## config.mk

```make
export PLATFORM = sky130hd
export DESIGN_NAME = uart_cmd_decoder
export DESIGN_NICKNAME = d
export VERILOG_FILES = /design/src/rtl/uart_cmd_decoder.sv
export SDC_FILE = /design/constraint.sdc
export NUM_CORES = 1
export LEC_CHECK = 0
export ABC_AREA = 1
export CAP_MARGIN = 20
export CORE_ASPECT_RATIO = 1.5
export CORE_MARGIN = 2
export CORE_UTILIZATION = 30
export DETAILED_ROUTE_END_ITERATION = 16
export PLACE_DENSITY_LB_ADDON = 0.08
export SLEW_MARGIN = 5
export SYNTH_ARGS = -nofsm -noshare
export SYNTH_HDL_FRONTEND = slang
export SYNTH_SLANG_ARGS = --single-unit
```

## constraint.sdc

```tcl
create_clock -name clk -period 3.7 [get_ports clk]
set_input_delay 0.74 -clock clk [delete_from_list [all_inputs] [get_ports clk]]
set_output_delay 0.74 -clock clk [all_outputs]
set_load 0.005 [all_outputs]
```

## src/rtl/uart_cmd_decoder.sv

```systemverilog
// Frame decoder: 0x55 ADDR D3 D2 D1 D0 CSUM -> one 32-bit register write strobe.
// Optional feature macro: CMD_CHECKSUM_EN (checksum is verified only when defined).
module uart_cmd_decoder #(
  parameter int unsigned TIMEOUT_CYCLES = 500_000
) (
  input  logic        clk,
  input  logic        reset,
  input  logic [7:0]  rx_data,
  input  logic        rx_valid,
  output logic        wr_en,
  output logic [7:0]  wr_addr,
  output logic [31:0] wr_data,
  output logic        frame_err,
  output logic        busy
);

  typedef enum logic [2:0] {
    S_IDLE,
    S_ADDR,
    S_D3,
    S_D2,
    S_D1,
    S_D0,
    S_CSUM
  } state_t;

  localparam logic [7:0]  HEADER       = 8'h55;
  localparam logic [23:0] TIMEOUT_LAST = 24'(TIMEOUT_CYCLES - 1);

  state_t      state;
  logic [23:0] timer;
  logic [7:0]  addr_shadow;
  logic [31:0] data_shadow;
  logic        csum_ok;

`ifdef CMD_CHECKSUM_EN
  logic [7:0] csum_acc;
  assign csum_ok = (rx_data == csum_acc);
`else
  assign csum_ok = 1'b1;
`endif

  always_ff @(posedge clk or posedge reset) begin
    if (reset) begin
      state       <= S_IDLE;
      timer       <= '0;
      addr_shadow <= '0;
      data_shadow <= '0;
      wr_en       <= 1'b0;
      wr_addr     <= '0;
      wr_data     <= '0;
      frame_err   <= 1'b0;
      busy        <= 1'b0;
`ifdef CMD_CHECKSUM_EN
      csum_acc    <= '0;
`endif
    end else begin
      wr_en     <= 1'b0;
      frame_err <= 1'b0;
      if (state == S_IDLE) begin
        timer <= '0;
        if (rx_valid && rx_data == HEADER) begin
          state <= S_ADDR;
          busy  <= 1'b1;
`ifdef CMD_CHECKSUM_EN
          csum_acc <= '0;
`endif
        end
      end else if (rx_valid) begin
        // A byte arriving in the expiry cycle takes priority over the timeout.
        timer <= '0;
`ifdef CMD_CHECKSUM_EN
        csum_acc <= csum_acc + rx_data;
`endif
        case (state)
          S_ADDR: begin
            addr_shadow <= rx_data;
            state       <= S_D3;
          end
          S_D3: begin
            data_shadow <= {data_shadow[23:0], rx_data};
            state       <= S_D2;
          end
          S_D2: begin
            data_shadow <= {data_shadow[23:0], rx_data};
            state       <= S_D1;
          end
          S_D1: begin
            data_shadow <= {data_shadow[23:0], rx_data};
            state       <= S_D0;
          end
          S_D0: begin
            data_shadow <= {data_shadow[23:0], rx_data};
            state       <= S_CSUM;
          end
          S_CSUM: begin
            state <= S_IDLE;
            busy  <= 1'b0;
            if (csum_ok) begin
              wr_en   <= 1'b1;
              wr_addr <= addr_shadow;
              wr_data <= data_shadow;
            end else begin
              frame_err <= 1'b1;
            end
          end
          default: begin
            state <= S_IDLE;
            busy  <= 1'b0;
          end
        endcase
      end else if (timer == TIMEOUT_LAST) begin
        state       <= S_IDLE;
        busy        <= 1'b0;
        frame_err   <= 1'b1;
        timer       <= '0;
        addr_shadow <= '0;
        data_shadow <= '0;
      end else begin
        timer <= timer + 24'd1;
      end
    end
  end

endmodule

```

==> impl_metrics.tcl, run 1 <==
set metrics [dict create \
    seq_area_frac_synth_pct 57.0 \
    ios 54 \
    cp_slowest_stage_delay_ns 0.77 \
    status "completed" \
    area_growth_pct 21.6 \
    cts_sinks 110 \
    fin_skew_ns 0.00770 \
    startpoint "rx_valid" \
    cts_tree "yes" \
    dp_hpwl_um 7590 \
    rsz0062_at_grt "false" \
    path_delay_family "buffers and inverters" \
    grt_pass1_vias 3759 \
    coreArea_mm2 0.0157 \
    drc 0 \
    wl_um 10900 \
    p_per_area_mw_per_mm2 663 \
    wl_per_cell_um 13.0 \
    port_buffers 53 \
    die_y_um 159 \
    cts_buffer_depth 2 \
    startpoint_type "primary input" \
    crit_chain "clkdlybuf4s50_1 > nand2_1 > nor2_4 > buf_4 > inv_2 > nand2_4 > o21ai_0" \
    layout-drive-gt1-share_pct 6.45 \
    netlist_area_mm2 0.00483 \
    std_cell_rows 56 \
    power.total_mw 3.89 \
    final_area_mm2 0.00588 \
    vias 3745 \
    fp.dieW_um 108 \
    ant_nets 0 \
    regToRegEndpoint "timer[19]$_DFF_PP0_" \
    dieArea_mm2 0.0172 \
    place_congestion 0.783 \
    cts-root-buf "clkbuf_16" \
    synth.avg_cell_area_um2 8.36 \
    antenna_found_initial 0 \
    critPathSlowestCell "clkdlybuf4s50_1" \
    p_leak_nw 2.76 \
    drv_slew 0 \
    holdWs_ns 0.468 \
    clkSlewWorstSetupHoldPaths_ns 0.07 \
    r2r_slack_ns 1.78 \
    viasPerCell 4.46 \
    crit_fanout 32 \
    path_buf_inv 3 \
    final_core_util_pct 37.4 \
    synthesis.nets 590 \
    worst_pin_slew_ns 0.600 \
    r2r_cells 8 \
    grt_overflow 0 \
    final_net_count 644 \
    relSlewSlack_pct 60.0 \
    cts_hold_buf 0 \
    rr_startpoint "timer[0]$_DFF_PP0_" \
    placed_area_mm2 0.00557 \
    ys_ff_latch 110 \
    ir_drop_mv 0.246 \
    worstSetupEndpoint "data_shadow[29]$_DFFE_PP0P_" \
    worstPathRequired_ns 3.91 \
    finalCritPeriodShare_pct 67.3 \
    drv_cap 0 \
    grtUsageTotal_pct 13.5 \
    grt_pass1_wl_um 18500 \
    clock_latency_ns 0.34 \
    first_iter_violations 122 \
    dr.pass1.iters 4 \
    pre_cts_ws_ns 0.812 \
    hp-class "flip-flop to flip-flop" \
    critPathKind "primary input to flip-flop" \
    final_cells 839 \
    setup.worst_path.end_class "flip-flop" \
    cts_setup_buffers 0 \
    critical_path_depth 7 \
    yosys_warnings 0 \
    dp.cells 823 \
    clock.fmax_mhz 402 \
    worst_slack_ns 1.21 \
    diodes 0 \
    htreeDepth 3 \
    synth_cell_types 29 \
    setup_tns_ns 0 \
    post_cts_resized 0 \
    finalCriticalPeriod_ns 2.49 \
    finalHoldViolCount 0 \
    setup_viol_count_final 0 \
    syn_inst 578 \
    cts_inserted_buffers 9 \
    grt_max_degree 66 \
    worst_ep_arrival_time_ns 2.70 \
    initial_core_util_pct 30.8 \
]
## where the power goes
group / switching, mW / internal [mW] / total, mW
clock: 0.442 / 0.524 / 0.965
sequential: 0.220 / 1.59 / 1.81
combinational: 0.587 / 0.536 / 1.12
## cell families after synthesis
logic type / count (synthesis) / share of synthesized area (%)
fa+ha+maj: 1 / 0.259
xor+xnor: 9 / 1.63
compound gates: 57 / 5.95
flops: 110 / 57.0
buf+inv: 77 / 6.68
simple gates: 324 / 28.5
## flip-flops by register name, indices dropped and copies added, names as in the netlist
register	count
busy	1
wr_addr	8
timer	24
wr_data	32
state	3
frame_err	1
addr_shadow	8
data_shadow	32
wr_en	1
## worst min path at each step
stage / from / endpoint / slack (ns) / depth (start not counted)
6_report: timer[0]$_DFF_PP0_ / timer[0]$_DFF_PP0_ / 0.47 / 1
3_3_place_gp: addr_shadow[6]$_DFFE_PP0P_ / addr_shadow[6]$_DFFE_PP0P_ / 0.46 / 2
2_1_floorplan: timer[0]$_DFF_PP0_ / timer[0]$_DFF_PP0_ / 0.43 / 1
4_1_cts: timer[0]$_DFF_PP0_ / timer[0]$_DFF_PP0_ / 0.48 / 1
3_5_place_dp: wr_addr[4]$_DFFE_PP0P_ / wr_addr[4]$_DFFE_PP0P_ / 0.46 / 2
5_1_grt: timer[0]$_DFF_PP0_ / timer[0]$_DFF_PP0_ / 0.50 / 1
## synthesized netlist by cell type
library cell  count  area share (%)
xor2_1            6             1.1
nand2_2           2            0.26
nor2_4            1            0.23
nand3_1          30             3.1
nor3b_1           3            0.47
ha_1              1            0.26
clkbuf_1          1           0.078
nor3_1           11             1.1
nand2_1         204              16
o21ai_0          20             2.1
nor3_4            1            0.34
nor2_2            8             1.0
a21oi_1           4            0.41
nand3_2           2            0.41
nand2_4           1            0.23
nand4_1           3            0.39
xnor2_1           3            0.54
dfrtp_1         110              57
nor2_1           55             4.3
nand3b_1          1            0.16
buf_2             9            0.93
o211ai_1          1            0.16
o21ai_1          32             3.3
inv_2             5            0.39
buf_1             1           0.078
inv_1            58             4.5
nor3_2            1            0.21
buf_6             3            0.70
nand4_4           1            0.44
## cell type report
type | instances | area [um^2]
timing repair buffer | 57 | 586
fill | 1669 | 9820
tap | 203 | 254
inverter | 63 | 239
clock buffer | 10 | 229
sequential | 110 | 2750
multi-input combinational | 391 | 1760
clock inverter | 5 | 58.8
## cell usage in the layout (no fill, tap or decap), types with 2 or more instances in the layout
cell type        count
buf_4                2
dfrtp_1            110
a21oi_1              4
buf_12               2
nand2_1            204
nand3_1             30
xnor2_1              3
nand4_1              3
nor3b_1              3
nand2_2              2
clkinvlp_4           2
nor3_1              11
nor2_1              55
nor2_2               8
nand3_2              2
o21ai_0             20
inv_1               57
inv_2                5
clkbuf_16            9
clkdlybuf4s50_1     53
xor2_1               6
o21ai_1             32
## routing by layer
metal  vias up  wire, um  track usage (%)
li1       1911         -                -
met1      1772      5120             17.5
met2        49      5320             22.6
met3        13       276             2.29
met4         0       151             4.55
met5         -         0                0
Note: power is estimated with default switching activity, not from simulation.
==> run 2, diff against run 1 <==
==> constraint.sdc (replaced) <==
create_clock -name clk -period 2.2 [get_ports clk]
set_input_delay 0.44 -clock clk [delete_from_list [all_inputs] [get_ports clk]]
set_output_delay 0.44 -clock clk [all_outputs]
set_load 0.005 [all_outputs]
==> run 2 against run 1 <==
Compared with the run above: global-route usage rose by 0.62 points; critical path type is now flip-flop to flip-flop; highest routed layer unchanged; sequential power increased by 68%; sequential share of layout area decreased by 0.25 points; total power grew 67%; cell area rose by 0.53%; first-iteration DRC count is 47% higher; clock skew increased by 0.0011 ns; critical endpoint is now addr_shadow[5]$_DFFE_PP0P_; via count increased by 0.83%.
==> impl_metrics.tcl, run 2 (same netlist as run 1, synthesis figures left out) <==
set metrics [dict create \
    die_y_um 159 \
    drv_slew 0 \
    post_cts_resized 0 \
    area_growth_pct 22.2 \
    p_per_area_mw_per_mm2 1100 \
    port_buffers 53 \
    hp-class "primary input to async pin" \
    ir_drop_mv 0.434 \
    dr.pass1.iters 4 \
    finalCriticalPeriod_ns 1.81 \
    worst_pin_slew_ns 0.351 \
    setup.worst_path.end_class "flip-flop" \
    crit_fanout 8 \
    drc 0 \
    fin_skew_ns 0.00883 \
    clock.fmax_mhz 554 \
    diodes 0 \
    finalCritPeriodShare_pct 82.1 \
    finalHoldViolCount 0 \
    ant_nets 0 \
    r2r_slack_ns 0.39 \
    critPathKind "flip-flop to flip-flop" \
    setup_viol_count_final 0 \
    std_cell_rows 56 \
    dp_hpwl_um 7950 \
    regToRegEndpoint "addr_shadow[5]$_DFFE_PP0P_" \
    status "completed" \
    ios 54 \
    p_leak_nw 2.78 \
    cts_hold_buf 0 \
    r2r_cells 8 \
    cts_setup_buffers 0 \
    cts_sinks 110 \
    dieArea_mm2 0.0172 \
    setup_tns_ns 0 \
    vias 3776 \
    layout-drive-gt1-share_pct 7.48 \
    htreeDepth 3 \
    startpoint_type "flip-flop" \
    clkSlewWorstSetupHoldPaths_ns 0.08 \
    rr_startpoint "timer[0]$_DFF_PP0_" \
    grt_pass1_vias 3847 \
    fp.dieW_um 108 \
    relSlewSlack_pct 76.6 \
    first_iter_violations 179 \
    coreArea_mm2 0.0157 \
    initial_core_util_pct 30.8 \
    wl_um 11000 \
    reg_top3 "data_shadow: 32 flops, wr_data: 32 flops, timer: 24 flops" \
    rsz0062_at_grt "false" \
    place_congestion 0.842 \
    worst_ep_arrival_time_ns 2.04 \
    fillCellCount 1678 \
    dp.cells 830 \
    grtUsageTotal_pct 14.1 \
    final_cell_mix "nand2_1, dfrtp_1, inv_1" \
    cts_tree "yes" \
    drv_cap 0 \
    viasPerCell 4.47 \
    cts_inserted_buffers 9 \
    antenna_found_initial 0 \
    wl_per_cell_um 13.0 \
    worstPathRequired_ns 2.44 \
    grt_pass1_wl_um 19500 \
    clock_latency_ns 0.35 \
    holdWs_ns 0.396 \
    cts-root-buf "clkbuf_16" \
    grt_max_degree 65 \
    final_cells 845 \
    final_net_count 650 \
    grt_overflow 0 \
    final_common_cell "nand2_1" \
    cts_buffer_depth 2 \
]
run 2: worst max-delay path by stage:
stage,start,cells after the start,slack [ns],endpoint
3_3_place_gp,rx_valid,6,0.22,timer[12]$_DFF_PP0_
5_1_grt,timer[0]$_DFF_PP0_,8,0.20,addr_shadow[5]$_DFFE_PP0P_
2_1_floorplan,reset,1,0.43,addr_shadow[0]$_DFFE_PP0P_
6_report,timer[0]$_DFF_PP0_,8,0.39,addr_shadow[5]$_DFFE_PP0P_
3_5_place_dp,rx_valid,6,0.19,timer[9]$_DFF_PP0_
4_1_cts,timer[0]$_DFF_PP0_,8,0.32,addr_shadow[5]$_DFFE_PP0P_
run 2: layout make-up:
cell class | count | area, um^2 | area share [%]
Sequential cell | 110 | 2750 | 46.6
Multi-Input combinational cell | 391 | 1760 | 29.8
Timing Repair Buffer | 63 | 631 | 10.7
Tap cell | 203 | 254 | 4.30
Inverter | 63 | 240 | 4.07
Clock buffer | 9 | 225 | 3.81
Clock inverter | 6 | 47.5 | 0.805
run 2: metal layers:
metal  track usage (%)  share of wire, %  vias up
met4              4.14              0.88        0
met5                 0                 0        -
met2              23.5                50       49
li1                  -                 -     1924
met1              18.2                46     1798
met3              3.27               2.9        5
run 2: stage by stage:
step                total power [mW]  worst slack (ns)  utilization (%)  cell area [um^2]
CTS                             6.62             0.324             37.6              5910
finish                          6.49             0.394             37.6              5910
floorplan                       4.08             0.431                -              4840
global route                    7.06             0.196             37.6              5910
detailed placement              5.05             0.188             35.9              5640
global placement                5.02             0.221             35.9              5640
run 2: power breakdown:
part / internal [mW] / switching, mW / total (mW)
clock: 0.773 / 0.772 / 1.55
sequential: 2.67 / 0.375 / 3.04
combinational: 0.921 / 0.982 / 1.90
run 2: worst max-delay path, stage by stage (launching register included):
cell and delay [ns]:
dfrtp_1 0.37, ha_1 0.20, nand3_2 0.18, nor2_2 0.26, nand3_1 0.12, nand2_1 0.17, nand3_2 0.21, nand2_1 0.11
nand2_1 0.06
==> run 3, diff against run 2 <==
==> constraint.sdc (replaced) <==
create_clock -name clk -period 1.8 [get_ports clk]
set_input_delay 0.36 -clock clk [delete_from_list [all_inputs] [get_ports clk]]
set_output_delay 0.36 -clock clk [all_outputs]
set_load 0.005 [all_outputs]
==> run 3 against run 2 <==
Compared with the run above: count of clock-buffer cells in the layout unchanged; combinational power rose by 31%; non-clock buffer count rose by 18; sequential share of layout area fell by 2.2 points; worst hold slack got worse by 0.0055 ns; sequential power grew 22%; highest routed layer unchanged.
==> impl_metrics.tcl, run 3 (same netlist as run 1, synthesis figures left out) <==
set metrics [dict create \
    status "completed" \
    drv_cap 0 \
    area_growth_pct 28.2 \
    vias 3840 \
    port_buffers 53 \
    critPathKind "flip-flop to output port" \
    final_cell_mix "nand2_1, dfrtp_1, inv_1" \
    grt_max_degree 41 \
    dieArea_mm2 0.0172 \
    cts_inserted_buffers 9 \
    grt_pass1_vias 3900 \
    layout-drive-gt1-share_pct 10.1 \
    final_area_mm2 0.00620 \
    std_cell_rows 56 \
    grt_overflow 0 \
    startpoint_type "flip-flop" \
    htreeDepth 3 \
    grt_pass1_wl_um 19000 \
    drv_slew 0 \
    antenna_found_initial 0 \
    final_net_count 668 \
    wl_per_cell_um 12.8 \
    cts_sinks 110 \
    coreArea_mm2 0.0157 \
    r2r_slack_ns 0.18 \
    diodes 0 \
    wl_um 11000 \
    grtUsageTotal_pct 13.8 \
    ant_nets 0 \
    fin_skew_ns 0.0162 \
    rsz0062_at_grt "true" \
    final_common_cell "nand2_1" \
    die_y_um 159 \
    setup.worst_path.end_class "output port" \
    finalHoldViolCount 0 \
    initial_core_util_pct 30.8 \
    crit_fanout 2 \
    p_leak_nw 2.92 \
    placed_area_mm2 0.00585 \
    cp_slowest_stage_delay_ns 0.51 \
    viasPerCell 4.44 \
    fillCellCount 1661 \
    path_buf_inv 1 \
    r2r_cells 9 \
    finalCritPeriodShare_pct 90.0 \
    relSlewSlack_pct 65.5 \
    worstPathRequired_ns 1.44 \
    setup_viol_count_final 0 \
    cts_buffer_depth 2 \
    fp.dieW_um 108 \
    cts_tree "yes" \
    hp-class "primary input to async pin" \
    worst_pin_slew_ns 0.517 \
    dr.pass1.iters 4 \
    critPathSlowestCell "clkdlybuf4s50_1" \
    ios 54 \
    cts_setup_buffers 0 \
    place_congestion 0.831 \
    regToRegEndpoint "state[2]$_DFFE_PP0P_" \
    reg_top3 "data_shadow: 32 flops, wr_data: 32 flops, timer: 24 flops" \
    worst_ep_arrival_time_ns 1.26 \
    path_delay_family "buffers and inverters" \
    clock.fmax_mhz 617 \
    clock_latency_ns 0.35 \
    finalCriticalPeriod_ns 1.62 \
    ir_drop_mv 0.552 \
    clkSlewWorstSetupHoldPaths_ns 0.08 \
    holdWs_ns 0.390 \
    cts-root-buf "clkbuf_16" \
    dp_hpwl_um 8070 \
    rr_startpoint "timer[0]$_DFF_PP0_" \
    crit_chain "clkdlybuf4s50_1" \
    drc 0 \
    p_per_area_mw_per_mm2 1360 \
    first_iter_violations 165 \
]
[run 3: cell types whose count changed in the layout (fill, tap and decap cells not counted)]
cell | previous run | this run
nand3_4 | 0 | 1
nor2_4 | 1 | 3
inv_8 | 1 | 0
nor2_2 | 8 | 6
clkinv_8 | 0 | 1
clkinvlp_4 | 4 | 2
buf_12 | 2 | 8
nand3_2 | 2 | 1
inv_6 | 1 | 3
clkinv_2 | 1 | 0
buf_4 | 8 | 20
bufinv_16 | 0 | 2
[run 3: worst max-delay path by stage]
| stage | start | to | slack, ns | cells after the start |
|---|---|---|---|---|
| after floorplan | reset | addr_shadow[0]$_DFFE_PP0P_ | 0.11 | 1 |
| after global placement | rx_valid | state[2]$_DFFE_PP0P_ | -0.04 | 9 |
| after detailed placement | rx_valid | state[2]$_DFFE_PP0P_ | -0.07 | 9 |
| after CTS | timer[0]$_DFF_PP0_ | addr_shadow[0]$_DFFE_PP0P_ | 0.07 | 8 |
| after global routing | timer[0]$_DFF_PP0_ | addr_shadow[4]$_DFFE_PP0P_ | -0.006 | 8 |
| final | wr_data[5]$_DFFE_PP0P_ | wr_data[5] | 0.18 | 1 |
[run 3: report_power, final]
part           switching (mW)  internal [mW]  leakage [nW]  total [mW]
Sequential              0.456           3.26          1.47        3.71
Clock                   0.986           1.25         0.160        2.23
Combinational            1.23           1.25          1.29        2.48
[run 3: worst register-to-register path, cell delays in order (launching register included)]
cell and delay, ns:
dfrtp_1 0.38, ha_1 0.24, nand3_4 0.14, nor2_4 0.17, nand3_1 0.09, nand2_1 0.14
buf_4 0.14, nand2_1 0.07, nand2_1 0.06, o21ai_0 0.07
[run 3: metrics by stage]
step	TNS, ns	util, %	std cells	total power [mW]	worst slack (ns)
after global routing	-0.00582	39.5	864	9.06	-0.00582
after CTS	0	39.4	864	8.59	0.0730
after detailed placement	-0.488	37.2	848	6.31	-0.0749
after floorplan	0	-	578	4.99	0.111
after global placement	-0.343	37.2	848	6.28	-0.0428
final	0	39.5	864	8.43	0.180
[run 3: what timing repair did]
action | in CTS | in global routing
gates resized for setup | 0 | 3
endpoints found under the setup margin | 0 | 12
hold buffers | 0 | 0
[run 3: per-layer routing]
layer  share of wire, %  vias to the layer above  track usage (%)
met4                1.5                        0             4.37
met1                 47                     1809             18.0
li1                   -                     1962                -
met2                 49                       58             23.1
met3                2.8                       11             2.50
met5                  0                        -                0
[run 3: cell type report]
class / count / area [um^2] / area share, %
Multi-Input combinational cell: 391 / 1780 / 28.6
Tap cell: 203 / 254 / 4.10
Clock buffer: 9 / 225 / 3.63
Timing Repair Buffer: 81 / 841 / 13.6
Clock inverter: 7 / 110 / 1.78
Sequential cell: 110 / 2750 / 44.4
Inverter: 63 / 240 / 3.88
